**src/rtl/fifo_pkg.sv**
```systemverilog
`default_nettype none
// ============================================================================
//  Module      : fifo_pkg
//  Description : Shared helpers for param_sync_fifo: address-width function
//                and parameter legality predicates used at elaboration time.
//  Revision    : 1.0 - initial release
// ============================================================================
package fifo_pkg;

  // Number of address bits needed to index a memory of 'depth' entries.
  function automatic int unsigned fifo_addr_w(input int unsigned depth);
    return $clog2(depth);
  endfunction

  // DEPTH must be a power of two no smaller than 2 so the wrap bit works.
  function automatic bit fifo_depth_ok(input int unsigned depth);
    return (depth >= 2) && ((depth & (depth - 1)) == 0);
  endfunction

  // almost_full threshold in 1..DEPTH, almost_empty threshold in 0..DEPTH-1.
  function automatic bit fifo_levels_ok(input int unsigned depth,
                                        input int unsigned af_level,
                                        input int unsigned ae_level);
    return (af_level >= 1) && (af_level <= depth) && (ae_level <= depth - 1);
  endfunction

endpackage
`default_nettype wire

```
**src/rtl/fifo_ram.sv**
```systemverilog
`default_nettype none
// ============================================================================
//  Module      : fifo_ram
//  Description : Simple dual-port DEPTH x WIDTH memory, synchronous write,
//                asynchronous (combinational) read. Contents are not reset.
//  Revision    : 1.0 - initial release
// ============================================================================
module fifo_ram
  import fifo_pkg::*;
#(
  parameter int unsigned WIDTH = 8,
  parameter int unsigned DEPTH = 16
) (
  input  logic                            clk,
  input  logic                            we_i,
  input  logic [fifo_addr_w(DEPTH)-1:0]   waddr_i,
  input  logic [WIDTH-1:0]                wdata_i,
  input  logic [fifo_addr_w(DEPTH)-1:0]   raddr_i,
  output logic [WIDTH-1:0]                rdata_o
);

  logic [WIDTH-1:0] mem_q [DEPTH];

  // Store the write word on the rising edge when enabled.
  always_ff @(posedge clk) begin
    if (we_i) begin
      mem_q[waddr_i] <= wdata_i;
    end
  end

  assign rdata_o = mem_q[raddr_i];

endmodule
`default_nettype wire

```
**src/rtl/param_sync_fifo.sv**
```systemverilog
`default_nettype none
// ============================================================================
//  Module      : param_sync_fifo
//  Description : Parametrised single-clock FIFO with occupancy count,
//                almost flags, sticky overflow/underflow and optional
//                first-word-fall-through read port.
//  Revision    : 1.0 - initial release
// ============================================================================
module param_sync_fifo
  import fifo_pkg::*;
#(
  parameter int unsigned WIDTH    = 8,
  parameter int unsigned DEPTH    = 16,
  parameter int unsigned AF_LEVEL = DEPTH - 2,
  parameter int unsigned AE_LEVEL = 2,
  parameter int unsigned FWFT     = 0
) (
  input  logic                          clk,
  input  logic                          rst,
  input  logic                          wr_en,
  input  logic [WIDTH-1:0]              data_in,
  input  logic                          rd_en,
  input  logic                          clr_err,
  output logic [WIDTH-1:0]              data_out,
  output logic                          full,
  output logic                          empty,
  output logic                          almost_full,
  output logic                          almost_empty,
  output logic [fifo_addr_w(DEPTH):0]   count,
  output logic                          overflow,
  output logic                          underflow
);

  localparam int unsigned     c_aw    = fifo_addr_w(DEPTH);
  localparam int unsigned     c_pw    = c_aw + 1;
  localparam logic [c_pw-1:0] c_depth = c_pw'(DEPTH);
  localparam logic [c_pw-1:0] c_af    = c_pw'(AF_LEVEL);
  localparam logic [c_pw-1:0] c_ae    = c_pw'(AE_LEVEL);

  // Reject illegal configurations while elaborating.
  if (WIDTH < 1) begin : g_bad_width
    $error("param_sync_fifo: WIDTH=%0d must be at least 1", WIDTH);
  end
  if (!fifo_depth_ok(DEPTH)) begin : g_bad_depth
    $error("param_sync_fifo: DEPTH=%0d must be a power of two >= 2", DEPTH);
  end
  if (!fifo_levels_ok(DEPTH, AF_LEVEL, AE_LEVEL)) begin : g_bad_levels
    $error("param_sync_fifo: AF_LEVEL=%0d / AE_LEVEL=%0d out of range for DEPTH=%0d",
           AF_LEVEL, AE_LEVEL, DEPTH);
  end

  // Pointers carry one extra wrap bit so full and empty are distinguishable.
  logic [c_pw-1:0]  wr_ptr_q, wr_ptr_d;
  logic [c_pw-1:0]  rd_ptr_q, rd_ptr_d;
  logic             overflow_q, overflow_d;
  logic             underflow_q, underflow_d;
  logic             w_wr_acc;
  logic             w_rd_acc;
  logic [WIDTH-1:0] w_ram_rdata;

  assign count        = wr_ptr_q - rd_ptr_q;
  assign full         = (count == c_depth);
  assign empty        = (count == '0);
  assign almost_full  = (count >= c_af);
  assign almost_empty = (count <= c_ae);

  // Both requests are judged against the flags before the edge.
  assign w_wr_acc = wr_en && !full;
  assign w_rd_acc = rd_en && !empty;

  // Next-state for pointers and sticky error flags; a new error beats clr_err.
  always_comb begin
    wr_ptr_d    = wr_ptr_q + c_pw'(w_wr_acc);
    rd_ptr_d    = rd_ptr_q + c_pw'(w_rd_acc);
    overflow_d  = overflow_q;
    underflow_d = underflow_q;
    if (wr_en && full) begin
      overflow_d = 1'b1;
    end else if (clr_err) begin
      overflow_d = 1'b0;
    end
    if (rd_en && empty) begin
      underflow_d = 1'b1;
    end else if (clr_err) begin
      underflow_d = 1'b0;
    end
  end

  // Pointer and error-flag state, cleared immediately by reset.
  always_ff @(posedge clk or posedge rst) begin
    if (rst) begin
      wr_ptr_q    <= '0;
      rd_ptr_q    <= '0;
      overflow_q  <= 1'b0;
      underflow_q <= 1'b0;
    end else begin
      wr_ptr_q    <= wr_ptr_d;
      rd_ptr_q    <= rd_ptr_d;
      overflow_q  <= overflow_d;
      underflow_q <= underflow_d;
    end
  end

  assign overflow  = overflow_q;
  assign underflow = underflow_q;

  fifo_ram #(
    .WIDTH (WIDTH),
    .DEPTH (DEPTH)
  ) u_ram (
    .clk     (clk),
    .we_i    (w_wr_acc),
    .waddr_i (wr_ptr_q[c_aw-1:0]),
    .wdata_i (data_in),
    .raddr_i (rd_ptr_q[c_aw-1:0]),
    .rdata_o (w_ram_rdata)
  );

  if (FWFT == 0) begin : g_std_read
    logic [WIDTH-1:0] dout_q;

    // Registered read port: capture the head entry on an accepted read.
    always_ff @(posedge clk or posedge rst) begin
      if (rst) begin
        dout_q <= '0;
      end else if (w_rd_acc) begin
        dout_q <= w_ram_rdata;
      end
    end

    assign data_out = dout_q;
  end else begin : g_fwft_read
    // Head entry is always visible; meaningless while empty.
    assign data_out = w_ram_rdata;
  end

endmodule
`default_nettype wire
```
**config.mk**
```make
export PLATFORM = sky130hd
export DESIGN_NAME = param_sync_fifo
export DESIGN_NICKNAME = d
export VERILOG_FILES = /design/src/rtl/fifo_pkg.sv /design/src/rtl/fifo_ram.sv /design/src/rtl/param_sync_fifo.sv
export SDC_FILE = /design/constraint.sdc
export NUM_CORES = 1
export LEC_CHECK = 0
export CORE_AREA = 2 2 87 123
export CTS_BUF_LIST = sky130_fd_sc_hd__clkbuf_4 sky130_fd_sc_hd__clkbuf_8
export DETAILED_ROUTE_END_ITERATION = 12
export DIE_AREA = 0 0 89 125
export GPL_TIMING_DRIVEN = 0
export HOLD_SLACK_MARGIN = 0.05
export PLACE_DENSITY = 0.83
export SYNTH_ARGS = -nofsm -noshare
export SYNTH_HDL_FRONTEND = slang
export SYNTH_SLANG_ARGS = --single-unit
export TNS_END_PERCENT = 10
```
**constraint.sdc**
```tcl
create_clock -name clk -period 4.4 [get_ports clk]
set_input_delay 0.66 -clock clk [delete_from_list [all_inputs] [get_ports clk]]
set_output_delay 0.66 -clock clk [all_outputs]
set_load 0.005 [all_outputs]
```
After elaboration in Yosys (flattened, before gate mapping)
Memories as Yosys holds them, arrays and structs flattened. A register that Yosys moved wholly into a read port is not among the register bits.
Index checks and enable logic that the tools add are counted.

operators by class
  mux-type cells = 5
  order comparisons = 2
  reduce and logical (&&, ||, !) cells = 9
  eq/ne operators = 1
  add/sub/neg operators = 3

operator list
  cell                  number
  $add A5 B1 Y5         2
  $eq A5 B5 Y1 const B  1
  $ge A5 B4 Y1 const B  1
  $le A5 B2 Y1 const B  1
  $logic_not A5 Y1      1
  $mux W1               5
  $sub A5 B5 Y5         1
  $logic_and A1 B1 Y1   4
  $reduce_bool A2 Y1    2
  $logic_not A1 Y1      2

word-level totals
  RAM bits = 128
  output and inout bits = 19
  memories kept = 1
  input port bits = 13
  bits in registers = 12

memory list
  memory       words  bits a word  read ports  clocked after memory_dff  write ports  line            RTL
  u_ram.mem_q  16     8            1           1                         1            fifo_ram.sv:22  logic [WIDTH-1:0] mem_q [DEPTH];

Longest topological paths before layout
Gate-level depths: netlist (run 1).

  word-level depth = 6
  mapped depth = 14
  depth with buffers taken out = 14

Modules after synthesis
From an unflattened synthesis (run 1), not the netlist that was laid out.

unflattened totals
  cell total of the unflattened synthesis = 300
  area, all modules = 5,968.2 µm²

by module, submodules not included
  module           times used  area each (µm²)  cells an instance
  fifo_ram         1           4,987.3          221
  param_sync_fifo  1           980.9            79

Worst setup path before layout (run 1)
OpenSTA, ideal clock, no wires.

  path type = reg2reg
  start point = register rd_ptr_q[1]
  end point = register wr_ptr_q[2]
  setup slack = 752 ps
  buffers on the path = 3
  arrival = 3,517 ps
  stages on the path, launching flop included = 14
  path through = dfrtp_1 -> clkbuf_1 -> clkbuf_1 -> inv_1 -> fa_1 -> a21o_1 -> a21oi_2 -> xor2_2 -> o41ai_2 -> clkbuf_1 -> inv_1 -> ha_1 -> ha_1 -> xor2_1

on the way
  word-level cells in the longest chain between the ends = 5

RTL lines
  element                   line                   RTL
  start: declaration        param_sync_fifo.sv:54  logic [c_pw-1:0] rd_ptr_q, rd_ptr_d;
  start signal: assignment  param_sync_fifo.sv:98  rd_ptr_q <= rd_ptr_d;
  $sub A5 B5 Y5             param_sync_fifo.sv:61  assign count = wr_ptr_q - rd_ptr_q;
  $eq A5 B5 Y1              param_sync_fifo.sv:62  assign full = (count == c_depth);
  $logic_not A1 Y1          param_sync_fifo.sv:68  assign w_wr_acc = wr_en && !full;
  $logic_and A1 B1 Y1       param_sync_fifo.sv:68
  $add A5 B1 Y5             param_sync_fifo.sv:73  wr_ptr_d = wr_ptr_q + c_pw'(w_wr_acc);
  named net wr_ptr_d[2]     param_sync_fifo.sv:53  logic [c_pw-1:0] wr_ptr_q, wr_ptr_d;
  end signal: assignment    param_sync_fifo.sv:97  wr_ptr_q <= wr_ptr_d;
  end: declaration          param_sync_fifo.sv:53

The timed path passes the listed nets, and every way through them passes these cells.
A chain may end at the register's enable or synchronous reset.

Final worst setup path (run 1)
  start point = register rd_ptr_q[1]
  end point = output almost_empty

on the way
  word-level cells in the longest chain between the ends = 2

RTL lines
  element           line                   RTL
  $sub A5 B5 Y5     param_sync_fifo.sv:61
  $le A5 B2 Y1      param_sync_fifo.sv:65  assign almost_empty = (count <= c_ae);
  end: declaration  param_sync_fifo.sv:28  output logic almost_empty,

Every way passes these cells.

==> metrics.md, run 1 <==
| Metric | Value |
|---|---|
| Outcome | `completed` |
| Avg Inst Size Synth | `19.75 sq um` |
| Share of flip-flops with an asynchronous set or reset | `13.51%` |
| Hold Path Class | `reg -> reg` |
| Max-slew headroom | `11.53%` |
| Crit path buffers/inverters | `4` |
| Hold Path Origin | `data_out[7]` |
| Period utilization | `93.77%` |
| Fin nets | `374` |
| Stages on worst setup path | `9` |
| Final Max Tran Viols | `0` |
| Worst setup EP type | `primary output` |
| CTS Buf Count | `17` |
| #FFs+latches synth | `148` |
| Setup ws final | `0.2743 ns` |
| Die Y-Extent | `125 um` |
| MaxCap Viol Count | `0` |
| Via density | `6.022` |
| DRT antenna net count | `0` |
| Final-layout fill cell count | `651` |
| Clock Skews | `0.007454 ns` |
| Drt drc | `0` |
| Row count | `44` |
| Met3 Routed Length | `622 um` |
| Yosys warnings | `0` |
| Most frequent cells in the layout | `128 x edfxtp_1, 32 x mux4_2, 31 x clkdlybuf4s50_1` |
| GPL Wtd Cong | `0.8367` |
| Layout cell share with drive strength beyond 1 | `25.75%` |
| Met2 Routed Length | `6.306 mm` |
| RSZ-0062 raised after global routing | `no` |
| Cell variety after synth | `29` |
| Dpl cells | `471` |
| CTS max path bufs | `2` |
| Critical Path AT | `3.47 ns` |
| H-Tree Depth | `4` |
| Die X | `89 um` |
| Mapped cell area | `5886 sq um` |
| Pwr Total | `4875 uW` |
| Die area | `11130 sq um` |
| Measured slew at the worst slew-check pin | `1.317 ns` |
| Worst r2r path cells | `9` |
| Most common cell after layout, fill and taps aside | `edfxtp_1` |
| Power per cell area | `711.2 nW/um^2` |
| Fmax | `242.4 MHz` |
| Starting Density | `58.10%` |
| Antenna violations before repair | `0` |
| Max rail drop VDD | `0.2858 mV` |
| Worst skew pair latency | `0.44 ns` |
| Core ar. | `10130 sq um` |
| Antenna diodes | `0` |
| CTS tree | `yes` |
| Wl on met1 | `4.041 mm` |
| Final min period | `4.126 ns` |
| Startpoint types | `register` |
| DR iter-0 viols | `295` |
| Register area | `4345 sq um` |
| Crit-path max cell delay | `0.58 ns` |
| Port Buffers | `31` |
| Final Hold Viols | `0` |
| Postcts setup bufs | `0` |
| Setup violators final | `0` |
| Worst path cell trace | `clkbuf_4 > inv_1 > fa_1 > a21o_1 > a21oi_2 > xor2_2 > inv_2 > a2111oi_0 > clkdlybuf4s50_1` |
| Fin cells | `503` |
| TritonRoute pass-1 iters | `5` |
| R2R Setup Slk | `0.31 ns` |
| # clock sinks | `148` |
| Vias post-DR | `3029` |
| Critical Path RT | `3.74 ns` |
| CP max FO | `10` |
| Mean routed wirelength per cell | `23.31 um` |
| Type of the worst setup path | `reg -> out` |
| Worst r2r src | `rd_ptr_q[1]` |
| Placed wire-length estimate | `7.998 mm` |
| Footprint of the multi-input gates | `1494 sq um` |
| Sequential element share of the synthesized area | `73.81%` |
| Top layer in use | `met4` |
| Hold endpoint | `data_out[7]` |
| Final Util | `67.66%` |
| Place WS | `-0.3105 ns` |
| Clk Tree Root Cell | `clkbuf_8` |
| Maximum number of pins on one net before global-route repair | `21` |
| Number of synthesized flops with an enable pin | `128` |
| I/O Pins | `32` |
| Hold Path Cell Cnt | `1` |
| Slowest cell on the critical path | `clkdlybuf4s50_1` |
| Area growth syn-to-layout | `16.45%` |
| Overflow left after global routing | `0` |
| Synth Instances | `298` |
| Synthesized netlist net count | `320` |
| Total wire length | `11.72 mm` |
| Total GRT Usage | `23.22%` |
| First-pass GRT wire length | `17.84 mm` |
| Dominant synthesized flop cell | `edfxtp_1` |
| Delay-heaviest family, CP | `buffers and inverters` |
| Vias in the first global route | `3246` |
| Clk slew on worst S/H paths | `0.08 ns` |
| Pleak | `0.002312 uW` |
| FF-to-FF End | `u_ram.mem_q[11][3]` |
## final cells by class
type / instances / area share, %
clock inverter: 13 / 2.318
inverter: 11 / 0.6024
sequential: 148 / 63.40
tap: 138 / 2.519
clock buffer: 19 / 3.724
buffer: 9 / 0.6024
timing repair buffer: 36 / 5.038
multi-input combinational: 129 / 21.80
## worst max path at each step
| stage | start | endpoint | slack [ns] |
|---|---|---|---|
| floorplan | rd_ptr_q[1] | wr_ptr_q[2] | 0.75 |
| global placement | rd_ptr_q[1] | u_ram.mem_q[0][5] | -0.27 |
| detailed placement | rd_ptr_q[1] | u_ram.mem_q[9][7] | -0.31 |
| CTS | rd_ptr_q[1] | almost_empty | 0.10 |
| global route | rd_ptr_q[1] | u_ram.mem_q[11][0] | 0.03 |
| finish | rd_ptr_q[1] | almost_empty | 0.27 |
## sequential cells by signal (all words and copies together), names as in the netlist
register     cells
data_out         8
overflow         1
rd_ptr_q         5
u_ram.mem_q    128
underflow        1
wr_ptr_q         5
## logic make-up (layout without fill, tap and decap cells)
group,count (synthesis),in the layout,synth area share [%]
adder cells (fa/ha/maj),9,9,2.041
multiplexers,40,40,13.78
flip-flops,148,148,73.81
buffers and inverters,21,88,1.403
AO/OA/AOI/OAI,25,25,3.678
AND/OR/NAND/NOR,45,45,3.678
XOR/XNOR,10,10,1.616
## timing repair
action	4_1_cts	5_1_grt
hold buffers	0	0
endpoints found under the setup margin	95	55
resized for setup	2	2
## per-layer routing
metal	vias up	global-route usage (%)
li1	1316	-
met1	1519	26.29
met2	147	38.32
met3	47	5.941
met4	0	14.66
met5	-	0
## worst reg2reg max path: stages, from the launching register on
cell and delay, ns:
dfrtp_2 0.48, clkbuf_4 0.28, inv_1 0.10, ha_1 0.29
nand2_1 0.05, o21ai_0 0.25, xor2_1 0.53, o41ai_2 0.32
clkbuf_1 0.29, nor3_1 1.09
## per-stage QoR
step	cell area, sq um	hold slack, ns	TNS [ns]
final	6854	0.5060	0
after global routing	6854	0.5316	0
after CTS	6838	0.5097	0
after detailed placement	6424	0.4927	-19.65
after global placement	6369	0.4802	-13.64
after floorplan	5886	0.4648	0
## report_power, final
group	switching, uW	internal (uW)
clock network	485	579
logic	1010	907
registers	133	1760
## cell usage after synthesis (all sizes together), types with 2 or more instances
master / number / area share [%]
a22oi: 16 / 2.0
nor2: 4 / 0.26
a21oi: 2 / 0.23
nand2: 14 / 0.89
a22o: 2 / 0.30
clkbuf: 7 / 0.45
nor3: 12 / 1.0
xnor2: 5 / 0.74
mux2: 8 / 1.5
inv: 11 / 0.70
ha: 8 / 1.7
xor2: 5 / 0.87
nand3: 4 / 0.34
o41ai: 2 / 0.74
nand2b: 4 / 0.43
nor4: 6 / 0.64
mux4: 32 / 12
dfrtp: 20 / 8.5
buf: 3 / 0.26
edfxtp: 128 / 65
Power figures use the tool's default switching activity.
==> inputs of run 2 (changes only) <==
MAX_ROUTING_LAYER = met4   (was default)
SKIP_CTS_REPAIR_TIMING = 1   (was default)
==> run 2 against run 1 <==
Against the previous run: register-to-register slack worse by 0.09 ns; sequential share of layout area is 0.50 points lower; first-iteration DRC count is 21% higher; final area is 0.77% higher; worst hold slack hardly changed; critical path depth is 1 higher; clock-buffer cell count stayed put; utilization is 0.52 points higher; critical endpoint unchanged; largest cell class unchanged; largest power group unchanged; highest routed layer unchanged.
==> metrics.md, run 2 (synthesized netlist as in run 1, its figures left out) <==
| Metric | Value |
|---|---|
| Outcome | `completed` |
| Clock share of power | `21.5% (-0.3 points)` |
| Mean routed wirelength per cell | `23.64 um (+1.4%)` |
| # clock sinks | `148 (unchanged)` |
| Total GRT Usage | `23.91% (+0.69 points)` |
| Combinational share of power | `40.6% (+1.3 points)` |
| DR iter-0 viols | `357 (+21%)` |
| Placed wire-length estimate | `7.998 mm (unchanged)` |
| Power per cell area | `717.8 nW/um^2 (+0.93%)` |
| Clock Skews | `0.006046 ns (-0.001407 ns)` |
| MaxCap Viol Count | `0 (unchanged)` |
| Fmax | `237.1 MHz (-2.2%)` |
| Slowest cell on the critical path | `clkdlybuf4s50_1` |
| Crit-path max cell delay | `0.58 ns (about the same)` |
| Crit path buffers/inverters | `5 (+1)` |
| CTS max path bufs | `2 (unchanged)` |
| Final min period | `4.218 ns (+0.09266 ns)` |
| Layout cell share with drive strength beyond 1 | `27.52% (+1.8 points)` |
| Delay-heaviest family, CP | `buffers and inverters` |
| Internal Power | `3275 uW (+0.86%)` |
| Row count | `44 (unchanged)` |
| Die Y-Extent | `125 um (unchanged)` |
| I/O Pins | `32 (unchanged)` |
| H-Tree Depth | `4 (unchanged)` |
| Total wire length | `11.94 mm (+1.8%)` |
| First-pass GRT wire length | `17.83 mm (about the same)` |
| Worst setup EP type | `primary output` |
| Critical Path RT | `3.74 ns (about the same)` |
| Maximum number of pins on one net before global-route repair | `21 (unchanged)` |
| Antenna diodes | `0 (unchanged)` |
| Core ar. | `10130 sq um (unchanged)` |
| Antenna violations before repair | `0 (unchanged)` |
| Worst skew pair latency | `0.44 ns (about the same)` |
| Max rail drop VDD | `0.3121 mV (+9.2%)` |
| Final Hold Viols | `0 (unchanged)` |
| Fin nets | `376 (+0.53%)` |
| Type of the worst setup path | `reg -> out` |
| TritonRoute pass-1 iters | `5 (unchanged)` |
| Total negative slack | `0 ns (unchanged)` |
| Met1 usage | `26.34% (+0.048 points)` |
| Port Buffers | `31 (unchanged)` |
| Startpoint types | `register` |
| Die area | `11130 sq um (unchanged)` |
| Worst r2r src | `rd_ptr_q[1]` |
| Sequential share of power | `37.9% (-0.9 points)` |
| Hold Path Class | `reg -> reg` |
| Final Cell Area | `6907 sq um (+0.77%)` |
| Max FFs per register | `128 (unchanged)` |
| Vias in the first global route | `3255 (+0.28%)` |
| Switching pwr | `1683 uW (+3.4%)` |
| Clk slew on worst S/H paths | `0.07 ns (about the same)` |
| GPL Wtd Cong | `0.8497 (+1.6%)` |
| Clk Tree Root Cell | `clkbuf_8` |
| GR Util met3 | `6.073% (+0.13 points)` |
| Setup violators final | `0 (unchanged)` |
| Most frequent cells in the layout | `128 x edfxtp_1, 32 x mux4_2, 31 x clkdlybuf4s50_1` |
| CTS tree | `yes` |
| Most common cell after layout, fill and taps aside | `edfxtp_1` |
| Overflow left after global routing | `0 (unchanged)` |
| Period utilization | `95.87% (+2.1 points)` |
| Final-layout fill cell count | `642 (-1.4%)` |
| Area growth syn-to-layout | `17.35%` |
| Largest Register | `u_ram.mem_q` |
| Via density | `6.113 (+1.5%)` |
| GR peak layer | `met2` |
| Pleak | `0.002332 uW (+0.84%)` |
| Critical Path AT | `3.56 ns (+0.09 ns)` |
| DRT antenna net count | `0 (unchanged)` |
| Measured slew at the worst slew-check pin | `1.245 ns (-0.07151 ns)` |
| CP Launch Point | `rd_ptr_q[1]` |
| Worst path cell trace | `clkbuf_2 > clkbuf_4 > inv_1 > fa_1 > a21o_1 > a21oi_2 > xor2_2 > inv_2 > a2111oi_0 > clkdlybuf4s50_1` |
| Drt drc | `0 (unchanged)` |
| Area after DPL | `6424 sq um (unchanged)` |
| Max-slew headroom | `16.34% (+4.8 points)` |
| CP max FO | `10 (unchanged)` |
| Vias post-DR | `3087 (+1.9%)` |
| CTS Buf Count | `17 (unchanged)` |
| GRT met2 Usage | `38.32% (unchanged)` |
| Final Max Tran Viols | `0 (unchanged)` |
| Die X | `89 um (unchanged)` |
| Hold Path Origin | `data_out[7]` |
| Switching share of power | `33.94% (+0.55 points)` |
| Starting Density | `58.10% (unchanged)` |
[run 2: per-stage QoR]
| stage | utilization (%) | setup slack [ns] | instances | power (uW) | hold slack [ns] |
|---|---|---|---|---|---|
| finish | 68.18 | 0.1817 | 505 | 4958 | 0.5057 |
| global route | 68.18 | -0.02361 | 505 | 5204 | 0.5316 |
| CTS | 67.50 | -0.4013 | 503 | 4884 | 0.5097 |
| detailed placement | 63.41 | -0.3105 | 471 | 3823 | 0.4927 |
| global placement | 62.87 | -0.2668 | 467 | 3717 | 0.4802 |
| floorplan | - | 0.7519 | 298 | 3065 | 0.4648 |
[run 2: power by group through the flow]
stage          combinational, uW  sequential [uW]  clock [uW]
6_report                    2010             1880        1060
5_1_grt                     2180             1900        1130
4_1_cts                     1930             1880        1070
3_5_place_dp                1920             1910           0
3_3_place_gp                1830             1890           0
2_1_floorplan               1190             1870           0
[run 2: cell type report]
type                    count  area [sq um]  share of cell area [%]
well taps                 138         172.7                   2.500
inverters                  11         41.29                  0.5978
clock buffers              19         255.2                   3.696
plain buffers              10         46.29                  0.6703
repair buffers             37         352.8                   5.109
multi-input cells         129          1535                   22.23
clock inverters            13         158.9                   2.301
flip-flops and latches    148          4344                   62.90
[run 2: final timing paths]
kind	endpoint	slack, ns	cells past startpoint
worst min register to register	data_out[7]	0.51	1
worst min-delay path	data_out[7]	0.51	1
max in group asynchronous	data_out[2]	3.23	2
min in group asynchronous	data_out[6]	0.67	2
worst max-delay path	almost_empty	0.18	10
worst max register to register	wr_ptr_q[4]	0.22	15
[run 2: per-layer routing]
metal | vias up | share of wire, %
met3 | 36 | 5.8
met4 | 0 | 5.7
met2 | 151 | 54
met1 | 1578 | 34
li1 | 1322 | -
met5 | - | 0
